<file path="src/rtl/dm_pkg.sv">
`default_nettype none
// +----------------------------------------------------------------------+
// | dm_pkg: shared types for the data-memory result read-back path        |
// | Rev 1.0                                                               |
// +----------------------------------------------------------------------+
package dm_pkg;

  localparam int DM_AW        = 8;
  localparam int DM_DW        = 8;
  localparam int DM_BUF_DEPTH = 2;

  typedef logic [DM_AW-1:0] dm_addr_t;
  typedef logic [DM_DW-1:0] dm_data_t;

  typedef enum logic [1:0] {
    IDLE = 2'd0,
    RUN  = 2'd1,
    FIN  = 2'd2
  } streamer_state_t;

endpackage
`default_nettype wire

</file>
<file path="src/rtl/rd_skid_fifo.sv">
`default_nettype none
// +----------------------------------------------------------------------+
// | rd_skid_fifo: small output buffer absorbing read data during stalls   |
// | Rev 1.0                                                               |
// +----------------------------------------------------------------------+
module rd_skid_fifo
  import dm_pkg::*;
#(
  parameter int DEPTH = DM_BUF_DEPTH,
  parameter int DW    = DM_DW
) (
  input  logic                         clk_i,
  input  logic                         rst_ni,
  input  logic                         push_i,
  input  logic [DW-1:0]                wdata_i,
  input  logic                         pop_i,
  output logic [DW-1:0]                rdata_o,
  output logic [$clog2(DEPTH+1)-1:0]   count_o
);
  localparam int PW = (DEPTH > 1) ? $clog2(DEPTH) : 1;
  localparam int CW = $clog2(DEPTH + 1);

  logic [DW-1:0] mem_q [DEPTH];
  logic [PW-1:0] wptr_q, rptr_q;
  logic [CW-1:0] count_q;

  function automatic logic [PW-1:0] ptr_inc(input logic [PW-1:0] p);
    return (p == PW'(DEPTH - 1)) ? '0 : p + PW'(1);
  endfunction

  always_ff @(posedge clk_i or negedge rst_ni) begin
    if (!rst_ni) begin
      for (int i = 0; i < DEPTH; i++) mem_q[i] <= '0;
      wptr_q  <= '0;
      rptr_q  <= '0;
      count_q <= '0;
    end else begin
      if (push_i) begin
        mem_q[wptr_q] <= wdata_i;
        wptr_q        <= ptr_inc(wptr_q);
      end
      if (pop_i) rptr_q <= ptr_inc(rptr_q);
      case ({push_i, pop_i})
        2'b10:   count_q <= count_q + CW'(1);
        2'b01:   count_q <= count_q - CW'(1);
        default: ;
      endcase
    end
  end

  assign rdata_o = mem_q[rptr_q];
  assign count_o = count_q;

endmodule
`default_nettype wire

</file>
<file path="src/rtl/dm_result_streamer.sv">
`default_nettype none
// +----------------------------------------------------------------------+
// | dm_result_streamer: on rising done, streams a memory window out as    |
// | valid/ready bytes. Rev 1.0                                            |
// +----------------------------------------------------------------------+
module dm_result_streamer
  import dm_pkg::*;
#(
  parameter int AW        = DM_AW,
  parameter int DW        = DM_DW,
  parameter int BUF_DEPTH = DM_BUF_DEPTH
) (
  input  logic          clk_i,
  input  logic          rst_ni,
  input  logic          done_i,
  input  logic [AW-1:0] rd_base_i,
  input  logic [AW:0]   rd_len_i,
  output logic          mem_rd_en_o,
  output logic [AW-1:0] mem_addr_o,
  input  logic [DW-1:0] mem_rdata_i,
  output logic          out_valid_o,
  input  logic          out_ready_i,
  output logic [DW-1:0] out_data_o,
  output logic          out_last_o,
  output logic          busy_o,
  output logic          dump_done_o
);
  localparam int CW = $clog2(BUF_DEPTH + 1);

  streamer_state_t state_q;
  logic            done_q, busy_q, zero_done_q, inflight_q;
  logic [AW-1:0]   addr_q;
  logic [AW:0]     issue_cnt_q, send_cnt_q;
  logic [CW-1:0]   fifo_cnt;
  logic [CW:0]     committed;
  logic            trigger, accept, last_accept, issue;

  assign trigger     = (state_q == IDLE) && done_i && !done_q;
  assign out_valid_o = (fifo_cnt != '0);
  assign accept      = out_valid_o && out_ready_i;
  assign out_last_o  = out_valid_o && (send_cnt_q == (AW+1)'(1));
  assign last_accept = accept && out_last_o;

  // The beat leaving this cycle frees its slot before a new read can land.
  always_comb begin
    committed = {1'b0, fifo_cnt} + (CW+1)'(inflight_q);
    if (accept) committed = committed - (CW+1)'(1);
  end

  assign issue = (state_q == RUN) && (issue_cnt_q != '0) &&
                 (committed < (CW+1)'(BUF_DEPTH));

  always_ff @(posedge clk_i or negedge rst_ni) begin
    if (!rst_ni) begin
      state_q     <= IDLE;
      done_q      <= 1'b0;
      busy_q      <= 1'b0;
      zero_done_q <= 1'b0;
      inflight_q  <= 1'b0;
      addr_q      <= '0;
      issue_cnt_q <= '0;
      send_cnt_q  <= '0;
    end else begin
      done_q      <= done_i;
      zero_done_q <= 1'b0;
      inflight_q  <= issue;
      case (state_q)
        IDLE: begin
          if (trigger) begin
            addr_q      <= rd_base_i;
            issue_cnt_q <= rd_len_i;
            send_cnt_q  <= rd_len_i;
            if (rd_len_i == '0) begin
              state_q     <= FIN;
              zero_done_q <= 1'b1;
            end else begin
              state_q <= RUN;
              busy_q  <= 1'b1;
            end
          end
        end
        RUN: begin
          if (issue) begin
            addr_q      <= addr_q + AW'(1);
            issue_cnt_q <= issue_cnt_q - (AW+1)'(1);
          end
          if (accept) send_cnt_q <= send_cnt_q - (AW+1)'(1);
          if (last_accept) begin
            busy_q  <= 1'b0;
            state_q <= FIN;
          end
        end
        FIN: begin
          if (!done_i) state_q <= IDLE;
        end
        default: state_q <= IDLE;
      endcase
    end
  end

  rd_skid_fifo #(
    .DEPTH (BUF_DEPTH),
    .DW    (DW)
  ) u_buf (
    .clk_i   (clk_i),
    .rst_ni  (rst_ni),
    .push_i  (inflight_q),
    .wdata_i (mem_rdata_i),
    .pop_i   (accept),
    .rdata_o (out_data_o),
    .count_o (fifo_cnt)
  );

  assign mem_rd_en_o = issue;
  assign mem_addr_o  = addr_q;
  assign busy_o      = busy_q;
  assign dump_done_o = zero_done_q || last_accept;

endmodule
`default_nettype wire

</file>
<file path="config.mk">
export PLATFORM = sky130hd
export DESIGN_NAME = dm_result_streamer
export DESIGN_NICKNAME = d
export VERILOG_FILES = /design/src/rtl/dm_pkg.sv /design/src/rtl/rd_skid_fifo.sv /design/src/rtl/dm_result_streamer.sv
export SDC_FILE = /design/constraint.sdc
export NUM_CORES = 1
export LEC_CHECK = 0
export ABC_AREA = 1
export CORE_MARGIN = 4
export CORE_UTILIZATION = 45
export DETAILED_ROUTE_END_ITERATION = 16
export PLACE_DENSITY = 0.73
export SYNTH_ARGS = -nofsm -noshare
export SYNTH_HDL_FRONTEND = slang
export SYNTH_SLANG_ARGS = --single-unit
</file>
<file path="constraint.sdc">
create_clock -name clk_i -period 2.1 [get_ports clk_i]
set_clock_uncertainty 0.05 [all_clocks]
set_input_delay 0.315 -clock clk_i [delete_from_list [all_inputs] [get_ports clk_i]]
set_output_delay 0.315 -clock clk_i [all_outputs]
set_load 0.03 [all_outputs]
</file>
==> impl_results.rst <==
.. list-table::
   :header-rows: 1

   * - Metric
     - Value
   * - Buffer levels on the longest clock path
     - 2
   * - Stage delay of the slowest cell on the critical path
     - roughly 400 ps
   * - Number of register bits inferred by synthesis
     - between 50 and 60
   * - Top achievable clock speed
     - 440 MHz
   * - Diodes inserted
     - 0
   * - Fraction of the yosys area taken by sequential cells
     - 0.427
   * - Sort of element at the end of the critical path
     - output port
   * - Endpoint arrival time on the critical path
     - between 1500 and 2000 ps
   * - Buffer cell driving the clock tree root
     - clkbuf_8
   * - Violations in the final reports
     - setup timing
   * - Relative max-transition margin
     - 0.554
   * - Largest fanout on the critical path
     - 2
   * - Post-detailed-placement cell area
     - between 0.003 and 0.004 mm2
   * - DP Wirelength
     - 4950 um
   * - Final hold violation count
     - 0
   * - Proportion of layout cells with a drive suffix above 1
     - 0.0994
   * - Core Footprint
     - 0.00646 mm2
   * - Final critical-path share of the clock period
     - 1.08
   * - Pre-Repair DR Iteration Count
     - 4
   * - Clock tree from TritonCTS
     - built
   * - R2R cell count
     - 15
   * - Setup violations, final
     - 1
   * - Remaining DRCs
     - 0
   * - DRC marker count from the first detailed-route iteration
     - between 150 and 200
   * - Power density relative to cell area
     - 1610 mW/mm2
   * - Slowest cell on crit path
     - dfrtp_1
   * - HP Class
     - primary input to asynchronous set/reset pin
   * - Slew of the pin with the lowest slew margin
     - between 600 and 700 ps
   * - Die span in x
     - between 90 and 100 um
   * - Vias
     - 2779
   * - Area of all placed cells without fillers
     - approximately 0.0039 mm2
   * - Routability Congestion
     - approximately 0.86
   * - TritonCTS buffer count
     - 5
   * - Total of max-cap violations
     - 0
   * - All-layer global routing usage
     - 0.176
   * - Average wire per standard cell
     - between 10 and 15 um
   * - DP Cell Count
     - 546
   * - Count of clock tree sinks
     - 52
   * - Largest net degree at the start of global routing
     - 53
   * - Wire length of the first global-routing pass
     - roughly 12000 um
   * - Total number of nets in the final design
     - about 520
   * - Post-synth net total
     - about 460
   * - Synth warn
     - 0
   * - Filler cell count
     - 590
   * - Maximum resistive drop on vdd
     - ~0.69 mV
   * - Static power due to leakage
     - about 2.0 nW
   * - Detailed-route vias per instance
     - just under 5
   * - Worst-path clk slew
     - 110 ps
   * - Count of H-tree levels built during CTS
     - 2
   * - Remaining antenna violation count after routing
     - 0
   * - Mean area per synthesized cell
     - a little over 7 um2
   * - Area Growth Syn to Fin
     - 26.4%
   * - Post-Synthesis Cell Area
     - between 0.003 and 0.004 mm2
   * - Initial cell density of the core
     - 0.472
   * - Die Footprint
     - 0.00815 mm2
   * - Min setup slack post-route
     - -171 ps
   * - Max-slew violations
     - 0
   * - GRT overflow
     - 0
   * - Post-route minimum period
     - between 2000 and 2500 ps
   * - Library cells used by synthesis
     - 32
   * - Via count of the first global-routing pass
     - about 2700
   * - Initial antenna violation count
     - 0
   * - Number of buffers added on ports
     - between 40 and 50
   * - Final core occ
     - 0.596
   * - RSZ-0062 raised after global routing
     - yes
   * - Final Instance Count excl. Fillers
     - 560
   * - Clock latency at the later pin of the worst-skew pair
     - between 300 and 400 ps
   * - Crit path cell chain
     - ha_2 -> ha_4 -> inv_4 -> ha_4 -> inv_2 -> nand2_1 -> nand2_1 -> nand3_2 -> nand2_2 -> nand3_4 -> clkinvlp_4 -> buf_6
   * - Overall routed net length
     - around 7000 um
   * - Result of the run
     - complete, but fails checks
   * - Final-layout worst hold slack
     - between 60 and 70 ps
   * - Boundary pin count
     - 50
   * - Y dimension of the die
     - 90.3 um
   * - Instance count of the mapped netlist
     - ~430
   * - Required time worst endpoint
     - 1740 ps
   * - Crit path launch type
     - flip-flop
   * - Critical path type
     - flip-flop to output port
   * - Rows
     - 29
==> Yosys cell counts, drive strengths merged <==
cell type	number	share of area
nor4	1	0.0021
dfrtp	52	0.43
or2	1	0.0021
buf	7	0.015
clkbuf	6	0.0074
and2	1	0.0021
ha	8	0.033
nor3	1	0.0016
nand3b	1	0.0025
o21bai	1	0.0025
nor2	43	0.062
xnor2	7	0.020
o21ai	42	0.070
nand2	154	0.20
a31oi	1	0.0021
a21oi	7	0.011
nand3	36	0.063
xor2	4	0.011
clkinv	1	0.0012
inv	47	0.058
a31o	1	0.0029
nand4	3	0.0062
==> power breakdown <==
group          internal, mW  switching (mW)  total (mW)
clock network         0.244           0.358       0.601
registers              1.47           0.403        1.87
logic                  1.51            2.23        3.74
==> per-layer routing <==
layer	track usage	part of all wire	wire length (um)	up-vias
met1	0.239	0.48	3340	1252
li1	-	-	-	1455
met3	0.0317	0.045	309	6
met4	0.0370	0.0082	57	0
met2	0.296	0.47	3230	66
met5	0	0	0	-
==> cells by family (layout without fill, tap and decap cells) <==
group	after synthesis	count (layout)	synth area share
xor+xnor	11	11	0.0316
flops	52	52	0.427
buf+inv	61	117	0.0817
compound gates	52	52	0.0891
fa+ha+maj	8	8	0.0329
simple gates	241	243	0.338
==> repair_timing <==
action                                  4_1_cts  5_1_grt
buffers inserted                              3        1
gates resized for setup                       2        7
hold buffers                                  0        0
endpoints found under the setup margin        3       21
pin swaps                                     4        1
cloned                                        0        2
==> registers in the layout, indices dropped and copies added, names as in the netlist <==
signal         count
busy_o             1
done_q             1
inflight_q         1
issue_cnt_q        9
mem_addr_o         8
send_cnt_q         9
state_q            2
u_buf.count_o      2
u_buf.mem_q       16
u_buf.rptr_q       1
u_buf.wptr_q       1
zero_done_q        1
==> cells in the final DEF (no fill, tap or decap), drive strengths merged, types with 2 or more instances in the layout <==
master,synthesis,layout
nand2,154,156
dfrtp,52,52
inv,47,47
clkdlybuf4s50,0,43
nor2,43,43
o21ai,42,42
nand3,36,36
buf,7,16
ha,8,8
xnor2,7,7
a21oi,7,7
clkbuf,6,5
xor2,4,4
nand4,3,3
clkinv,1,3
dlymetal6s2s,0,2
==> critical path: cells and delay by family, from the launching register on <==
kind                     cells  cell delay (ps)
adder cells (fa/ha/maj)      3              620
AND/OR/NAND/NOR              5              300
flip-flops                   1              400
buffers and inverters        4              270
==> metrics by stage <==
stage | setup WS (ps) | setup TNS (ps) | power [mW]
global route | -268 | -596 | 6.81
CTS | -171 | -171 | 6.10
detailed placement | 98.9 | 0 | 5.43
global placement | 128 | 0 | 5.33
finish | -171 | -171 | 6.21
floorplan | -15.6 | -15.6 | 4.38
==> path summary, 6_finish.rpt <==
path | startpoint | to | slack, ps
worst max-delay path | u_buf.count_o[0] | mem_rd_en_o | -170
worst min-delay path | rst_ni | send_cnt_q[3] | 60
worst max register to register | u_buf.count_o[0] | mem_addr_o[2] | 80
worst min register to register | u_buf.mem_q[12] | u_buf.mem_q[12] | 440
max in group asynchronous | rst_ni | send_cnt_q[5] | 1490
min in group clk_i | u_buf.mem_q[12] | u_buf.mem_q[12] | 440
==> cell type report <==
cell class / instances / area (um2) / area share
Clock inverter: 3 / 26.3 / 0.00682
Inverter: 48 / 188 / 0.0487
Sequential cell: 52 / 1300 / 0.338
Clock buffer: 5 / 68.8 / 0.0179
Multi-Input combinational cell: 314 / 1580 / 0.411
Timing Repair Buffer: 61 / 589 / 0.153
Tap cell: 77 / 96.3 / 0.0250
Note: power is estimated with default switching activity, not from simulation.
